File: config.mk
export PLATFORM = sky130hd
export DESIGN_NAME = secure_reg_requester
export DESIGN_NICKNAME = d
export VERILOG_FILES = /design/src/rtl/secure_reg_requester.sv
export SDC_FILE = /design/constraint.sdc
export NUM_CORES = 1
export LEC_CHECK = 0
export BUFFER_PORTS_ARGS = -buffer_cell sky130_fd_sc_hd__buf_2
export CAP_MARGIN = 20
export CORE_UTILIZATION = 44
export CTS_BUF_LIST = sky130_fd_sc_hd__clkbuf_4
export CTS_CLUSTER_SIZE = 40
export DETAILED_ROUTE_END_ITERATION = 7
export PLACE_DENSITY = 0.78
export RECOVER_POWER = 50
export SETUP_SLACK_MARGIN = 0.4
export SLEW_MARGIN = 20
export SYNTH_ARGS = -nofsm -noshare
export SYNTH_HDL_FRONTEND = slang
export SYNTH_SLANG_ARGS = --single-unit
File: constraint.sdc
create_clock -name clk -period 2 [get_ports clk]
set_clock_uncertainty 0.2 [all_clocks]
set_input_delay 0 -clock clk [delete_from_list [all_inputs] [get_ports clk]]
set_output_delay 0 -clock clk [all_outputs]
set_load 0.02 [all_outputs]
File: src/rtl/secure_reg_requester.sv
// Initiator front end for the thread-gated secure register: admits only thread 0, serializes
// accesses onto the register bus, and counts denials. Optional lockout: define SECREG_LOCKOUT_EN.
module secure_reg_requester #(
  parameter int DATA_WIDTH     = 32,
  parameter int TID_WIDTH      = 4,
  parameter int VIOL_CNT_WIDTH = 8,
  parameter int LOCK_THRESHOLD = 4
) (
  input  logic                      clk,
  input  logic                      rst_n,
  input  logic                      req_valid,
  output logic                      req_ready,
  input  logic                      req_wr,
  input  logic [TID_WIDTH-1:0]      req_tid,
  input  logic [DATA_WIDTH-1:0]     req_wdata,
  output logic                      rsp_valid,
  input  logic                      rsp_ready,
  output logic [DATA_WIDTH-1:0]     rsp_rdata,
  output logic                      rsp_denied,
  output logic                      reg_access_en,
  output logic                      reg_wr_en,
  output logic [TID_WIDTH-1:0]      reg_thread_id,
  output logic [DATA_WIDTH-1:0]     reg_data_in,
  input  logic [DATA_WIDTH-1:0]     reg_data_out,
  output logic [VIOL_CNT_WIDTH-1:0] viol_count,
  output logic                      viol_flag,
  output logic                      locked
);

  typedef enum logic [1:0] {IDLE, ISSUE, WAIT_RD, RESP} state_t;

  state_t                    state, state_next;
  logic                      lat_wr;
  logic [TID_WIDTH-1:0]      lat_tid;
  logic [DATA_WIDTH-1:0]     lat_wdata;
  logic [DATA_WIDTH-1:0]     rdata_q;
  logic                      denied_q;
  logic                      out_of_reset;
  logic                      accept;
  logic                      deny;
  logic                      issuing;
  logic [VIOL_CNT_WIDTH-1:0] viol_inc;

  // out_of_reset keeps req_ready low while rst_n is asserted, so every output is 0 in reset
  assign accept   = (state == IDLE) && out_of_reset && req_valid;
  assign deny     = (req_tid != '0) || locked;
  assign issuing  = (state == ISSUE);
  assign viol_inc = (viol_count == '1) ? viol_count : viol_count + VIOL_CNT_WIDTH'(1);

  assign req_ready     = (state == IDLE) && out_of_reset;
  assign rsp_valid     = (state == RESP);
  assign rsp_rdata     = rdata_q;
  assign rsp_denied    = denied_q;
  assign reg_access_en = issuing;
  assign reg_wr_en     = issuing && lat_wr;
  assign reg_thread_id = issuing ? lat_tid : '0;
  assign reg_data_in   = (issuing && lat_wr) ? lat_wdata : '0;

  always_ff @(posedge clk or negedge rst_n) begin
    if (!rst_n) state <= IDLE;
    else        state <= state_next;
  end

  always_comb begin
    state_next = state;
    case (state)
      IDLE:    if (accept) state_next = deny ? RESP : ISSUE;
      ISSUE:   state_next = lat_wr ? RESP : WAIT_RD;
      WAIT_RD: state_next = RESP;
      RESP:    if (rsp_ready) state_next = IDLE;
      default: state_next = IDLE;
    endcase
  end

  // Request latch, response data and violation bookkeeping
  always_ff @(posedge clk or negedge rst_n) begin
    if (!rst_n) begin
      out_of_reset <= 1'b0;
      lat_wr       <= 1'b0;
      lat_tid      <= '0;
      lat_wdata    <= '0;
      rdata_q      <= '0;
      denied_q     <= 1'b0;
      viol_count   <= '0;
      viol_flag    <= 1'b0;
    end else begin
      out_of_reset <= 1'b1;
      if (accept) begin
        lat_wr    <= req_wr;
        lat_tid   <= req_tid;
        lat_wdata <= req_wr ? req_wdata : '0;
        rdata_q   <= '0;
        denied_q  <= deny;
        if (deny) begin
          viol_count <= viol_inc;
          viol_flag  <= 1'b1;
        end
      end
      if (state == WAIT_RD) rdata_q <= reg_data_out;
    end
  end

`ifdef SECREG_LOCKOUT_EN
  localparam logic [VIOL_CNT_WIDTH-1:0] LOCK_TH = VIOL_CNT_WIDTH'(LOCK_THRESHOLD);

  always_ff @(posedge clk or negedge rst_n) begin
    if (!rst_n)                                  locked <= 1'b0;
    else if (accept && deny && viol_inc >= LOCK_TH) locked <= 1'b1;
  end
`else
  logic unused_lock_threshold;
  assign unused_lock_threshold = (LOCK_THRESHOLD == 0);
  assign locked = 1'b0;
`endif

endmodule

After elaboration in Yosys (flattened, before gate mapping)
Cells that the tools add are included.

cells by class
  add/sub/neg operators = 1
  equal/unequal tests = 6
  multiplexer cells = 10
  bitwise logic cells = 1
  reduce and logical (&&, ||, !) cells = 9

operators with widths
  cell                   number
  $mux W32               4
  $add A8 B1 Y8 const B  1
  $eq A8 B8 Y1 const B   1
  $pmux W2 S4            1
  $mux W2                3
  $eq A2 B2 Y1 const B   2
  $mux W4                1
  $reduce_and A2 Y1      2
  $reduce_bool A4 Y1     1
  $logic_and A1 B1 Y1    3
  $reduce_and A3 Y1      1
  $eq A2 B1 Y1 const B   1
  $logic_not A2 Y1       1
  $ne A2 B1 Y1 const B   1
  $ne A2 B2 Y1 const B   1
  $reduce_bool A2 Y1     1
  $mux W1                1
  $not A1 Y1             1

storage, ports and cells
  register bits = 82
  output and inout port bits = 83
  word-level logic and storage cells = 36

Logic depth before layout (Yosys ltp)
Gate-level depths: netlist (run 1).

  depth after elaboration = 5
  mapped depth = 7

Worst setup path after synthesis (run 1)
OpenSTA, ideal clock, no wires.

  path type = flip-flop to flip-flop
  start = reg viol_count[0]
  end = reg viol_count[1]
  setup time = 0.125 ns
  arrival time = 1.688 ns
  data required time = 1.675 ns
  path slack = -0.013 ns
  stages on the path, launching flop included = 5
  path buffers = 0
  clock period less this slack = 2.013 ns
  cells stage by stage = dfrtp_1 ha_1 and3_4 a311oi_4 mux2_2

on the way
  longest elaborated chain between the ends = 3
  elaborated cells between the ends (all ways) = 4

RTL lines
  element                                                RTL line  RTL
  start: declaration                                     25        output logic [VIOL_CNT_WIDTH-1:0] viol_count,
  start signal: assignment                               95        viol_count <= viol_inc;
  branches (longest 3 deep; another with $add A8 B1 Y8)  --

Several ways; the timed one is not identified.
A chain may end at the register's enable or synchronous reset.

Worst setup path in the final report (run 1)
  start = reg state[1]
  end = out reg_data_in[2]

on the way
  longest elaborated chain between the ends = 3

RTL lines
  element                   RTL line  RTL
  start: declaration        32        state_t state, state_next;
  start signal: assignment  61        else state <= state_next;
  $eq A2 B1 Y1              47        assign issuing = (state == ISSUE);
  $logic_and A1 B1 Y1       57        assign reg_data_in = (issuing && lat_wr) ? lat_wdata : '0;
  $mux W32                  57
  end: declaration          23        output logic [DATA_WIDTH-1:0] reg_data_in,

Every way passes these cells.

==> results.txt, run 1 <==
The proportion of register bits with asynchronous set or reset after synthesis is 100%, and the clock latency of the later-clocked register in the worst-skew pair is 0.42 ns. The number of antenna violations at the first check in global routing was 0; the hold violation count in the final report was 0. Worst vdd rail ir drop: 0.927 mV. The cell area that synthesis handed to floorplanning was 3600 sq um. The run gives 0 as the total number of yosys warnings.

The routed design could run at a clock period as short as 1.92 ns. Headroom to the max-slew limit came out at 41.0%. The instance area after placement came out at 4510 sq um. After synthesis, the share of cell area in mux cells is 1.88%. In this run the mean area of a mapped cell was 9.26 sq um.

The first global-routing pass estimated 19.2 mm of wire. The tightest min-delay check is of the input port to register type. The final worst-path cycle share is 96.1%. The cell type with the largest total area after synthesis is sky130_fd_sc_hd__dfrtp_1. Once detail routing completed, the nets flagged for antenna violations numbered 0. In this run the power spent charging and discharging nets is 4000 uW. The run gives 35.8% as the share of total power in sequential cells. Count of flip-flops with a built-in enable after synthesis: 0. After detailed routing, the number of remaining DRC violations is 0. The tools report the kind of start point of the critical path as a register. By instance count, the leading cell after synthesis is sky130_fd_sc_hd__nand2_1. CTS placed an instance of sky130_fd_sc_hd__clkbuf_4 at the clock tree root. Placed wire-length estimate after detailed placement: 5.94 mm.

Counting instances in the post-synthesis netlist gives the leading cell types as sky130_fd_sc_hd__nand2_1, sky130_fd_sc_hd__dfrtp_1, sky130_fd_sc_hd__o21ai_0, sky130_fd_sc_hd__and3_1, sky130_fd_sc_hd__clkbuf_1. The critical path required time came out at 1.80 ns. For the total number of H-tree levels, the log shows 3. By area the synthesized netlist is led by sky130_fd_sc_hd__dfrtp_1, sky130_fd_sc_hd__nand2_1, sky130_fd_sc_hd__o21ai_0. The internal portion of the total power is 4970 uW. The logs give 2060 sq um for the area taken by flip-flops and latches and 8550 sq um for the die outline area. TritonCTS built the clock tree. The synthesized netlist devotes 22.9% of its cell area to simple gates.

The remaining global-route overflow was 0. In this run the critical register-to-register path is launched from state[1]. For the number of max-slew violations in the final report, the log shows 0.

At the end of the flow, the number of nets in the layout was 755. Power spread over the standard cell area amounts to 1270 nW/um^2. For the synthesized instance count, the log shows 389. The maximum number of pins on one net before global-route repair came out at 65. The end point of the critical path is reg_data_in[2]. The via count of the first global-routing pass was 4023; the arrival time at the worst endpoint was 1.72 ns. The setup path with the least slack is of type register to output port. The worst hold slack after final layout is 0.113 ns, and the logic depth of the worst register-to-register path is 7. Type of destination of the critical path: an output port. The overall global routing resource usage came out at 29.4%.

The clock transition at the registers of the reported paths was 0.13 ns; the horizontal die dimension was 92.5 microns. The tools report the maximum clock insertion buffer count as 2. Of the total power, combinational logic draws 53.3%. The total number of clock tree sinks is 82. Summing the areas of all xor and xnor instances in the mapped netlist gives 1.70% of the synthesized area.

The number of synthesized register bits came out at 82. In the post-route analysis, the smallest setup slack over all paths is 0.0781 ns. For the starting utilization of the core area, the log shows 46.1%. The TritonCTS buffer count is 9. The flow ran to the end, and the final reports show no timing, DRC or antenna violations. The total power consumption of the routed design was 8970 uW; the complex-gate fraction of the synthesized area was 10.7%. After the first detailed-routing iteration, the DRC count stood at 228. The multi-input combinational cell area is 1980 sq um. The netlist uses 29 different library cells. The beginning of the critical path is state[1].

The vias per cell works out to 5.60. Net switching is 44.6% of the power. After detailed routing, the average wire length per cell comes to 21.7 microns.

The net count after synthesis is 468. Share of final-layout standard cells stronger than drive strength 1: 42.9%. Area growth from synthesis to final layout: 96.0%. The final route contains 4387 vias. The max-capacitance violation count is 0, and the placeable core region is 7810 sq um. Combinational family with the most area after synthesis: simple AND/OR/NAND/NOR gates. Along the worst hold path, the cell count comes to 4. The proportion of netlist area held by the largest area contributor came out at 57.0%. In this run the vertical extent of the chip is 92.5 microns. In the synthesized netlist the dominant register cell turns out to be sky130_fd_sc_hd__dfrtp_1.

The capture point of the worst reg-to-reg path is viol_count[7]. The tools report the number of rows in the core area as 32. Static timing analysis puts the maximum clock frequency at 0.520 GHz.

Of all nets on the critical path, the largest fanout is 9. The reg2reg setup slack was 0.11 ns. Summed over all layers, the routed wires come to 17.0 mm.

The synthesized-area fraction occupied by adder cells is 2.08%, and the number of buffer cells added on primary ports is 154. Setup repair after global routing could not meet its margin everywhere. Fill cells in the final layout number 306. The run gives -0.0110 ns as the pre-CTS setup slack. Of the total power, the clock network draws 10.9%. Pin placement for this block handled 156 I/O pins. The setup violation total in the final timing report was 0. For this run, the detailed router's first-pass iteration total came to 5.

The final non-filler cell area is 7060 sq um. The sequential fraction of the synthesis area was 57.0%; the routability-driven placement congestion ratio was 0.758. The slew at the pin with the worst max-slew slack came out at 0.886 ns. The analysis attributes to cell leakage a power of 0.00330 uW.
==> through the flow <==
step           setup TNS (ns)  std cells  utilization, %
3_5_place_dp          -0.0219        622            57.8
2_1_floorplan               0        389               -
6_report                    0        783            90.4
4_1_cts                     0        754            77.9
5_1_grt                     0        782            90.4
3_3_place_gp                0        622            57.8
==> area by class of cell <==
class                   count  share of cell area, %
repair buffers            305                   38.9
multi-input cells         275                   28.0
diodes                      1                 0.0355
flip-flops and latches     82                   29.2
clock buffers              10                   1.06
well taps                 102                   1.81
clock inverters             5                  0.798
inverters                   3                  0.160
==> placed cells by master (no fill, tap or decap), types with 11 or more instances in the layout <==
master / netlist / routed
sky130_fd_sc_hd__o21ai_2: 0 / 28
sky130_fd_sc_hd__and3_4: 1 / 18
sky130_fd_sc_hd__dlygate4sd3_1: 0 / 104
sky130_fd_sc_hd__clkbuf_1: 22 / 42
sky130_fd_sc_hd__clkbuf_4: 0 / 11
sky130_fd_sc_hd__buf_4: 1 / 21
sky130_fd_sc_hd__nand2_2: 0 / 13
sky130_fd_sc_hd__buf_2: 3 / 73
sky130_fd_sc_hd__nand2_1: 133 / 90
sky130_fd_sc_hd__dfrtp_1: 82 / 79
sky130_fd_sc_hd__and3_1: 33 / 16
sky130_fd_sc_hd__nand2_4: 0 / 30
sky130_fd_sc_hd__buf_6: 0 / 37
sky130_fd_sc_hd__o21ai_0: 65 / 19
sky130_fd_sc_hd__o21ai_1: 0 / 16
==> state kept, by name, summed over array words and instances, names as in the netlist <==
name and count:
out_of_reset 1, lat_tid 4, rsp_rdata 32, viol_flag 1
viol_count 8, rsp_denied 1, lat_wdata 32, lat_wr 1
state 2
==> kinds of logic (layout without fill, tap and decap cells) <==
family | after synthesis | after routing
other cells | 2 | 3
mux | 6 | 6
flops | 82 | 82
simple gates | 183 | 183
xor+xnor | 7 | 7
fa+ha+maj | 6 | 6
buf+inv | 32 | 323
compound gates | 71 | 71
==> routing by layer <==
metal	global-route usage (%)	routed length [microns]	up-vias
met5	0	0	-
met1	32.5	6100	2110
li1	-	-	1864
met3	6.65	1490	87
met2	52.9	8540	326
met4	14.5	854	0
==> worst max-delay path, cell delays in order (launching register included) <==
cell	delay, ns
sky130_fd_sc_hd__dfrtp_1	0.42
sky130_fd_sc_hd__inv_2	0.13
sky130_fd_sc_hd__ha_4	0.23
sky130_fd_sc_hd__buf_12	0.15
sky130_fd_sc_hd__and3_1	0.21
sky130_fd_sc_hd__buf_4	0.17
==> how the worst min path moves through the flow <==
stage	startpoint	to
after floorplan	rst_n	lat_tid[0]
after global placement	rst_n	lat_wdata[16]
after detailed placement	rst_n	lat_wdata[17]
after CTS	req_wr	lat_wr
after global routing	req_wr	lat_wr
final	reg_data_out[22]	rsp_rdata[22]
==> power groups by stage <==
stage                     clock (uW)  combinational, uW  sequential, uW
after global placement             0               2760            2870
final                            979               4780            3210
after floorplan                    0               1460            3250
after global routing            1060               5060            3280
after detailed placement           0               2880            2910
after CTS                        952               3440            2890
==> repair_timing <==
action | in CTS | in global routing
setup buffers | 8 | 16
resized for setup | 50 | 225
endpoints found under the setup margin | 120 | 120
gates cloned | 5 | 12
hold endpoints to repair | 161 | 0
pin swaps | 2 | 48
hold buffers | 104 | 0
Power figures use the tool's default switching activity.
==> inputs of run 2 (changes only) <==
--- a/config.mk
+++ b/config.mk
@@ -8,7 +8,7 @@
 export BUFFER_PORTS_ARGS = -buffer_cell sky130_fd_sc_hd__buf_2
 export CAP_MARGIN = 20
 export CORE_UTILIZATION = 44
-export CTS_BUF_LIST = sky130_fd_sc_hd__clkbuf_4
+export CTS_BUF_LIST = sky130_fd_sc_hd__clkbuf_8
 export CTS_CLUSTER_SIZE = 40
 export DETAILED_ROUTE_END_ITERATION = 7
 export PLACE_DENSITY = 0.78
==> results.txt, run 2 (synthesis results as in run 1) <==
The run finished, with violations left. The checks that failed: hold timing. The logs give 2060 sq um (unchanged) for the area taken by flip-flops and latches and 0.159 ns (+0.0808 ns) for the post-layout worst setup margin. The tools report the clock root buffer master as sky130_fd_sc_hd__clkbuf_8. The tools report the post-cts hold buffer count as 100 (-3.8%). The clock latency of the later-clocked register in the worst-skew pair is 0.35 ns (-0.07 ns). The average wire per standard cell was 21.1 microns (-2.5%); the antenna diode count was 0 (-1). Total internal power: 5160 uW (+3.9%).

Setup repair after global routing could not meet its margin everywhere. The maximum fanout count along the critical path is 17 (+8). TritonCTS built the clock tree. The post-layout minimum cycle time came out at 1.84 ns (-0.0808 ns). The vias per cell works out to 5.55 (-1.0%). The critical path is of the register to output port type. The arrival time at the worst endpoint is 1.64 ns (-0.08 ns), and the part of the total power dissipated in combinational logic is 52.3% (-1.0 points). Total wirelength of the detailed-routed design: 16.5 mm (-3.2%).

The remaining global-route overflow came out at 0 (unchanged). The startpoint identified for the worst register-to-register timing path is state[1]. In the layout the commonest cells are sky130_fd_sc_hd__dlygate4sd3_1, sky130_fd_sc_hd__nand2_1, sky130_fd_sc_hd__dfrtp_1, sky130_fd_sc_hd__buf_2, sky130_fd_sc_hd__clkbuf_1.

For the violation count after the first detailed-route iteration, the log shows 165 (-28%). The share of final-layout standard cells stronger than drive strength 1 is 42.8% (-0.19 points). The tools report the count of non-filler cells in the finished layout as 778 (-0.64%). The logs give 0.758 (unchanged) for the routability-driven placement congestion ratio and 7810 sq um (unchanged) for the placeable core region.

The total instance count after detailed placement came out at 622 (unchanged). The share of total power in sequential cells was 34.9% (-0.9 points); the highest clock rate was 0.543 GHz (+4.4%). TritonCTS buffer count: 9 (unchanged). The slew at the pin with the worst max-slew slack was 0.655 ns (-0.231 ns); the setup violation total in the final timing report was 0 (unchanged). The run gives 4263 (+6.0%) as the via count of the first global-routing pass. The hold-critical path depth was 2 (-2). The chip height is 92.5 microns (unchanged), and the logic depth of the worst register-to-register path is 8 (+1). The overall global routing resource usage is 32.3% (+2.9 points), and the clock transition at the registers of the reported paths is 0.08 ns (-0.05 ns).

The number of inserted filler cells in the final layout is 329 (+7.5%). The total number of H-tree levels is 3 (unchanged). The die outline area was 8550 sq um (unchanged). The run gives 0.00331 uW (+0.37%) as the leakage power. The fraction of power spent switching nets works out to 43.7% (-0.91 points).

Clock power share: 12.8% (+1.9 points). The horizontal die dimension was 92.5 microns (unchanged). The starting utilization of the core area is 46.1% (unchanged), and the residual DRC count is 0 (unchanged). The worst setup path is captured at an output port. The number of rows in the core area is 32 (unchanged). The run gives 9170 uW (+2.2%) as the total power consumption of the routed design. The hold-critical path endpoint was lat_tid[0]. The number of buffer cells added on primary ports works out to 154 (unchanged). The number of max-slew violations in the final report was 0 (unchanged).

Capture point of the worst reg-to-reg path: lat_wdata[7]. The tools report the hold violation count in the final report as 5 (+5). The min-delay analysis places its worst path in the category input port to register.

The worst slew slack as a fraction of its limit is 56.3% (+15 points). The reg2reg setup slack was 0.18 ns (+0.07 ns). Area growth from synthesis to final layout: 95.2%. The residual antenna-violating net count after detailed routing was 0 (unchanged).

The kind of start point of the critical path is a register. The pre-CTS setup slack is -0.0110 ns (unchanged), and the number of antenna violations at the first check in global routing is 0 (unchanged). The total number of vias is 4315 (-1.6%). The maximum clock insertion buffer count came out at 2 (unchanged).

Max-capacitance violation count: 0 (unchanged). The total number of clock tree sinks is 82 (unchanged), and the net switching power is 4000 uW (+0.13%). The final worst-path cycle share is 92.1% (-4.0 points).

Leaving out fill and tap cells, the most frequent cell in the layout is sky130_fd_sc_hd__dlygate4sd3_1. The multi-input combinational cell area is 1940 sq um (-2.1%). The worst vdd rail ir drop came out at 0.889 mV (-4.1%).

The run gives 5.94 mm (unchanged) as the placed wire-length estimate after detailed placement. Top-level port count: 156 (unchanged). The count of TritonRoute iterations in the first routing pass is 5 (unchanged), and the power density of the placed cells is 1300 nW/um^2 (+2.6%).

The first-pass GRT wire length was 20.9 mm (+9.1%). The critical path required time came out at 1.80 ns (about the same). In this run the most critical hold path is launched from req_tid[0].

The logs give -0.255 ns (-0.368 ns) for the worst hold slack after final layout and 65 (unchanged) for the maximum number of pins on one net before global-route repair. The count of nets after finishing is 751 (-0.53%).
run 2: cell count changes in the layout (fill, tap and decap cells not counted), moves of 5 or more:
| cell | previous run | this run |
|---|---|---|
| sky130_fd_sc_hd__buf_16 | 6 | 13 |
| sky130_fd_sc_hd__clkbuf_16 | 8 | 3 |
| sky130_fd_sc_hd__nand2_2 | 13 | 21 |
| sky130_fd_sc_hd__nand2_4 | 30 | 25 |
| sky130_fd_sc_hd__clkbuf_4 | 11 | 0 |
| sky130_fd_sc_hd__buf_6 | 37 | 25 |
| sky130_fd_sc_hd__and3_4 | 18 | 11 |
| sky130_fd_sc_hd__clkbuf_8 | 0 | 9 |
| sky130_fd_sc_hd__buf_4 | 21 | 35 |
| sky130_fd_sc_hd__and3_1 | 16 | 23 |
| sky130_fd_sc_hd__o21ai_0 | 19 | 14 |
run 2: through the flow:
step | setup TNS, ns | util [%] | area [sq um]
2_1_floorplan | 0 | - | 3640
3_3_place_gp | 0 | 57.8 | 4510
3_5_place_dp | -0.0219 | 57.8 | 4510
4_1_cts | 0 | 82.3 | 6430
5_1_grt | 0 | 90.0 | 7030
6_report | 0 | 90.0 | 7030
run 2: how the worst max path moves through the flow:
| stage | end | depth (start not counted) | from | slack [ns] |
|---|---|---|---|---|
| after floorplan | viol_count[1] | 4 | viol_count[0] | 0.15 |
| final | reg_data_in[10] | 5 | state[1] | 0.16 |
| after global routing | reg_data_in[10] | 5 | state[1] | 0.11 |
| after CTS | viol_count[1] | 5 | viol_count[0] | 0.22 |
| after detailed placement | viol_count[4] | 6 | state[1] | -0.01 |
| after global placement | viol_count[1] | 5 | state[1] | 0.1 |
run 2: layout make-up:
type	count	share of cell area (%)
clock buffers	9	1.76
flip-flops and latches	82	29.3
inverters	3	0.160
repair buffers	301	38.6
multi-input cells	275	27.6
clock inverters	6	0.854
well taps	102	1.82
run 2: repair_timing:
item                                   in CTS  in global routing
pin swaps                                  41                 17
resized for setup                         111                151
setup buffers                              17                  7
cloned                                     12                  5
setup endpoints to repair                 119                168
endpoints found under the hold margin     154                  5
run 2: critical path: stages (launching register included):
cell                      delay, ns
sky130_fd_sc_hd__dfrtp_1       0.39
sky130_fd_sc_hd__inv_2         0.12
sky130_fd_sc_hd__ha_4          0.24
sky130_fd_sc_hd__buf_12        0.16
sky130_fd_sc_hd__and3_1        0.22
sky130_fd_sc_hd__buf_4         0.16
run 2: per-layer routing:
| metal | global-route usage, % | wire length (microns) |
|---|---|---|
| met1 | 36.8 | 5720 |
| met2 | 58.0 | 8470 |
| met3 | 7.47 | 1460 |
| met4 | 13.3 | 803 |
| met5 | 0 | 0 |
run 2: power by group through the flow:
stage               sequential (uW)  clock, uW  combinational (uW)
global placement               2870          0                2760
detailed placement             2910          0                2880
finish                         3200       1170                4800
global route                   3270       1250                5070
CTS                            2960       1150                3770
floorplan                      3250          0                1460
==> inputs of run 3 (changes only) <==
--- a/config.mk
+++ b/config.mk
@@ -5,7 +5,7 @@
 export SDC_FILE = /design/constraint.sdc
 export NUM_CORES = 1
 export LEC_CHECK = 0
-export BUFFER_PORTS_ARGS = -buffer_cell sky130_fd_sc_hd__buf_2
+export BUFFER_PORTS_ARGS = -buffer_cell sky130_fd_sc_hd__buf_4
 export CAP_MARGIN = 20
 export CORE_UTILIZATION = 44
 export CTS_BUF_LIST = sky130_fd_sc_hd__clkbuf_8
==> results.txt, run 3 <==
The simple-gate portion of the synthesized area is 22.9% (unchanged), and the maximum clock insertion buffer count is 2 (unchanged). The maximum number of pins on one net before global-route repair came out at 65. Mux share of post-synthesis cell area: 1.88% (unchanged). The synthesized instance count is 389 (unchanged). The run stopped with a tool error.

The total number of clock tree sinks was 82 (unchanged); the number of rows in the core area was 32 (unchanged). The global-route repair_timing pass left the worst setup endpoint at viol_count[7]$_DFFE_PN0P_/D. By instance count, the leading cell after synthesis is sky130_fd_sc_hd__nand2_1.

The largest total area in the synthesized netlist belongs to sky130_fd_sc_hd__dfrtp_1. By area, the combinational part of the netlist is dominated by simple AND/OR/NAND/NOR gates. The horizontal die dimension is 92.5 microns (unchanged). The most used flip-flop cell after synthesis is sky130_fd_sc_hd__dfrtp_1.

The worst-path endpoint category is a sequential cell input. The total number of H-tree levels is 3 (unchanged). For the starting utilization of the core area, the log shows 46.1% (unchanged). The per-instance average area after synthesis came out at 9.26 sq um (unchanged).

The tools report the placed wire-length estimate after detailed placement as 6.19 mm (+4.3%). The sequential fraction of the synthesis area is 57.0% (unchanged), and the count of unique library cells instantiated by Yosys is 29 (unchanged). Complex-gate fraction of the synthesized area: 10.7% (unchanged).

The flow stopped in global routing (5_1_grt). The number of buffer cells added on primary ports came out at 154 (unchanged). The tool reported: "[ERROR DPL-0038] Utilization greater than 100%, impossible to legalize". The number of synthesized register bits was 82 (unchanged). The chip height is 92.5 microns (unchanged). The count of flip-flops with a built-in enable after synthesis was 0 (unchanged). The area share of xor/xnor cells in the synthesized design works out to 1.70% (unchanged). The synthesized-area fraction occupied by adder cells was 2.08% (unchanged); the TritonCTS buffer count was 9 (unchanged).

The net count after synthesis is 468 (unchanged). The post-synthesis cell area is 3600 sq um (unchanged), and the proportion of netlist area held by the largest area contributor is 57.0% (unchanged). The proportion of register bits with asynchronous set or reset after synthesis is 100% (unchanged). By area the synthesized netlist is led by sky130_fd_sc_hd__dfrtp_1, sky130_fd_sc_hd__nand2_1, sky130_fd_sc_hd__o21ai_0. The cell sitting at the root of the clock tree is a sky130_fd_sc_hd__clkbuf_8.

The tools report the top-level port count as 156 (unchanged). Total number of yosys warnings: 0 (unchanged). The routability-driven placement congestion ratio was 0.741 (-2.3%).

After synthesis, the most frequently instantiated cells are sky130_fd_sc_hd__nand2_1, sky130_fd_sc_hd__dfrtp_1, sky130_fd_sc_hd__o21ai_0, sky130_fd_sc_hd__and3_1, sky130_fd_sc_hd__clkbuf_1.
[run 3: stage by stage]
stage	setup slack (ns)	instances	area, sq um	TNS, ns
global placement	0.0935	622	4880	0
CTS	0.197	773	6990	0
detailed placement	-0.0138	622	4880	-0.0138
floorplan	0.148	389	3640	0
[run 3: logic make-up after synthesis]
family / Yosys count
adder cells (fa/ha/maj): 6
XOR/XNOR: 7
buffers and inverters: 32
AO/OA/AOI/OAI: 71
multiplexers: 6
AND/OR/NAND/NOR: 183
flip-flops: 82
other: 2
[run 3: what timing repair did]
item                                    4_1_cts
hold buffers                                103
pin swaps                                    69
gates cloned                                 15
endpoints found under the hold margin       155
buffers inserted                             17
gates resized for setup                     154
endpoints found under the setup margin      119
==> inputs of run 4 (changes only) <==
--- a/config.mk
+++ b/config.mk
@@ -7,13 +7,10 @@
 export LEC_CHECK = 0
 export BUFFER_PORTS_ARGS = -buffer_cell sky130_fd_sc_hd__buf_4
 export CAP_MARGIN = 20
-export CORE_UTILIZATION = 44
-export CTS_BUF_LIST = sky130_fd_sc_hd__clkbuf_8
-export CTS_CLUSTER_SIZE = 40
+export CORE_UTILIZATION = 40
 export DETAILED_ROUTE_END_ITERATION = 7
-export PLACE_DENSITY = 0.78
+export PLACE_DENSITY_LB_ADDON = 0.15
 export RECOVER_POWER = 50
-export SETUP_SLACK_MARGIN = 0.4
 export SLEW_MARGIN = 20
 export SYNTH_ARGS = -nofsm -noshare
 export SYNTH_HDL_FRONTEND = slang
==> constraint.sdc (replaced) <==
create_clock -name clk -period 2.6 [get_ports clk]
set_clock_uncertainty 0.2 [all_clocks]
set_input_delay 0 -clock clk [delete_from_list [all_inputs] [get_ports clk]]
set_output_delay 0 -clock clk [all_outputs]
set_load 0.02 [all_outputs]
==> results.txt, run 4 (synthesis results as in run 1) <==
The run finished with clean final reports. In this run the worst path has a maximum fanout of 27. Along the worst hold path, the cell count comes to 2.

The number of max-slew violations in the final report is 0, and the hold violation count in the final report is 0. The count of instances resized after the clock tree is built is 0 (-100%). The worst min-delay path category is input port to register. Placeable core region: 8720 sq um. The run gives 3603 as the total number of vias. Data on the critical path is required at its endpoint by 2.40 ns. The die outline area is 9390 sq um. The top-level port count is 156 (unchanged).

The logs give 0 (-17) for the number of buffers added for setup after CTS and 712 for the count of nets after finishing. The tools report the antenna diode count as 0. Kind of critical path: register to output port.

The horizontal die dimension is 96.9 microns (+4.8%). The logs give 2 (unchanged) for the maximum clock insertion buffer count and 745 for the count of non-filler cells in the finished layout. The TritonCTS buffer count was 9 (unchanged); the worst hold slack after final layout was 0.0354 ns. Dividing the detail-routed wire length by the instance count gives 14.0 microns.

The first global-routing pass estimated 17.2 mm of wire. TritonCTS built the clock tree. The routability-driven placement congestion ratio is 0.728 (-1.8%), and the share of final-layout standard cells stronger than drive strength 1 is 22.8%.

The total number of H-tree levels was 3 (unchanged). Once layout is complete, the utilization of the core stands at 67.2%. The leakage power was 0.00287 uW; the post-layout minimum cycle time was 2.24 ns. Clock transition at the registers of the reported paths: 0.08 ns. Leaving out fill and tap cells, the most frequent cells in the layout are sky130_fd_sc_hd__nand2_1, sky130_fd_sc_hd__buf_4, sky130_fd_sc_hd__dlygate4sd3_1, sky130_fd_sc_hd__dfrtp_1, sky130_fd_sc_hd__o21ai_0. The slew at the pin with the worst max-slew slack is 1.13 ns.

For the worst setup path, the data arrival time is 2.04 ns. The later pin in the worst-skew pair is clocked with a latency of 0.33 ns. The tools report the setup violation total in the final timing report as 0.

The starting utilization of the core area was 41.3% (-4.8 points). The kind of start point of the critical path is a register. The run gives 34 (+6.3%) as the number of rows in the core area. The area growth from synthesis to layout is 62.8%. The detailed router finished its first iteration with 100 violations. Post-cts hold buffer count: 103 (unchanged). In this run the critical register-to-register path is captured at viol_count[1].

The number of buffer cells added on primary ports is 154 (unchanged). The chip height came out at 96.9 microns (+4.8%). In this run the power density over the cells is 898 nW/um^2. The logic depth of the worst register-to-register path was 5; the overall global routing resource usage was 22.6%.

The placed wire-length estimate after detailed placement is 6.01 mm (-2.9%). For the residual DRC count, the log shows 0. Setup repair after global routing left no endpoint under its margin. The tools report the startpoint of the tightest hold check path as req_wr.

The launching point of the worst reg2reg path was state[0]. For this run the aggregate overflow at the end of global routing stands at 0. The final total negative setup slack is 0 ns.

For the worst vdd rail ir drop, the log shows 0.567 mV. The path with the worst hold slack has its endpoint at lat_wr. Timing would allow up to 0.446 GHz. The run gives 627 (+0.80%) as the total instance count after detailed placement. The via count of the first global-routing pass is 3579, and the maximum number of pins on one net before global-route repair is 104. The worst setup path is captured at an output port.

The vias per cell is 4.84, and the worst slew slack as a fraction of its limit is 24.3%. The final worst-path cycle share works out to 86.2%. The run gives 82 (unchanged) as the total number of clock tree sinks.

Clock root buffer master: sky130_fd_sc_hd__clkbuf_8. The logs give 0 for the residual antenna-violating net count after detailed routing and 10.5 mm for the total wirelength of the detailed-routed design. The max-capacitance violation count came out at 0.

In this run the register-to-register setup slack is 0.49 ns. The run gives 4 as the count of TritonRoute iterations in the first routing pass. The library cell used most frequently in the layout, excluding fill and tap cells, is sky130_fd_sc_hd__nand2_1. Number of antenna violations at the first check in global routing: 0.
==> run 4: critical path: stages (launching register included) <==
cell and delay [ns]:
sky130_fd_sc_hd__dfrtp_1 0.42, sky130_fd_sc_hd__inv_1 0.14, sky130_fd_sc_hd__ha_1 0.43, sky130_fd_sc_hd__buf_4 0.32, sky130_fd_sc_hd__and3_1 0.22, sky130_fd_sc_hd__buf_4 0.16
==> run 4: metrics by stage <==
step                power [uW]  worst slack (ns)  cell area (sq um)
floorplan                 3570             0.587               3600
global placement          4520             0.574               4840
detailed placement        4600             0.513               4840
CTS                       5510             0.385               6030
global route              5650             0.238               5860
finish                    5260             0.360               5860
==> run 4: layer usage <==
layer / part of all wire [%] / up-vias / wire [microns] / GRT usage, %
met2: 50 / 120 / 5250 / 38.6
met4: 2.2 / 0 / 231 / 8.27
met5: 0 / - / 0 / 0
met3: 4.4 / 21 / 459 / 3.97
met1: 43 / 1696 / 4520 / 28.8
li1: - / 1766 / - / -
==> run 4: report_power, final <==
part | switching, uW | internal (uW)
Sequential | 383 | 1860
Clock | 444 | 335
Combinational | 1400 | 843
Total | 2220 | 3040
==> run 4: worst max-delay path by stage <==
| stage | from | slack, ns | to |
|---|---|---|---|
| 3_5_place_dp | state[0] | 0.51 | viol_count[1] |
| 6_report | state[1] | 0.36 | reg_data_in[28] |
| 4_1_cts | state[1] | 0.39 | reg_data_in[26] |
| 5_1_grt | state[1] | 0.24 | reg_data_in[28] |
| 2_1_floorplan | viol_count[0] | 0.59 | viol_count[1] |
| 3_3_place_gp | state[0] | 0.57 | viol_count[1] |
==> run 4: layout make-up <==
class                           count  area (sq um)
Fill cell                         716          2860
Inverter                            3          11.3
Clock inverter                      6          35.0
Sequential cell                    82          2050
Tap cell                          108           135
Clock buffer                        9           124
Timing Repair Buffer              262          2070
Multi-Input combinational cell    275          1430
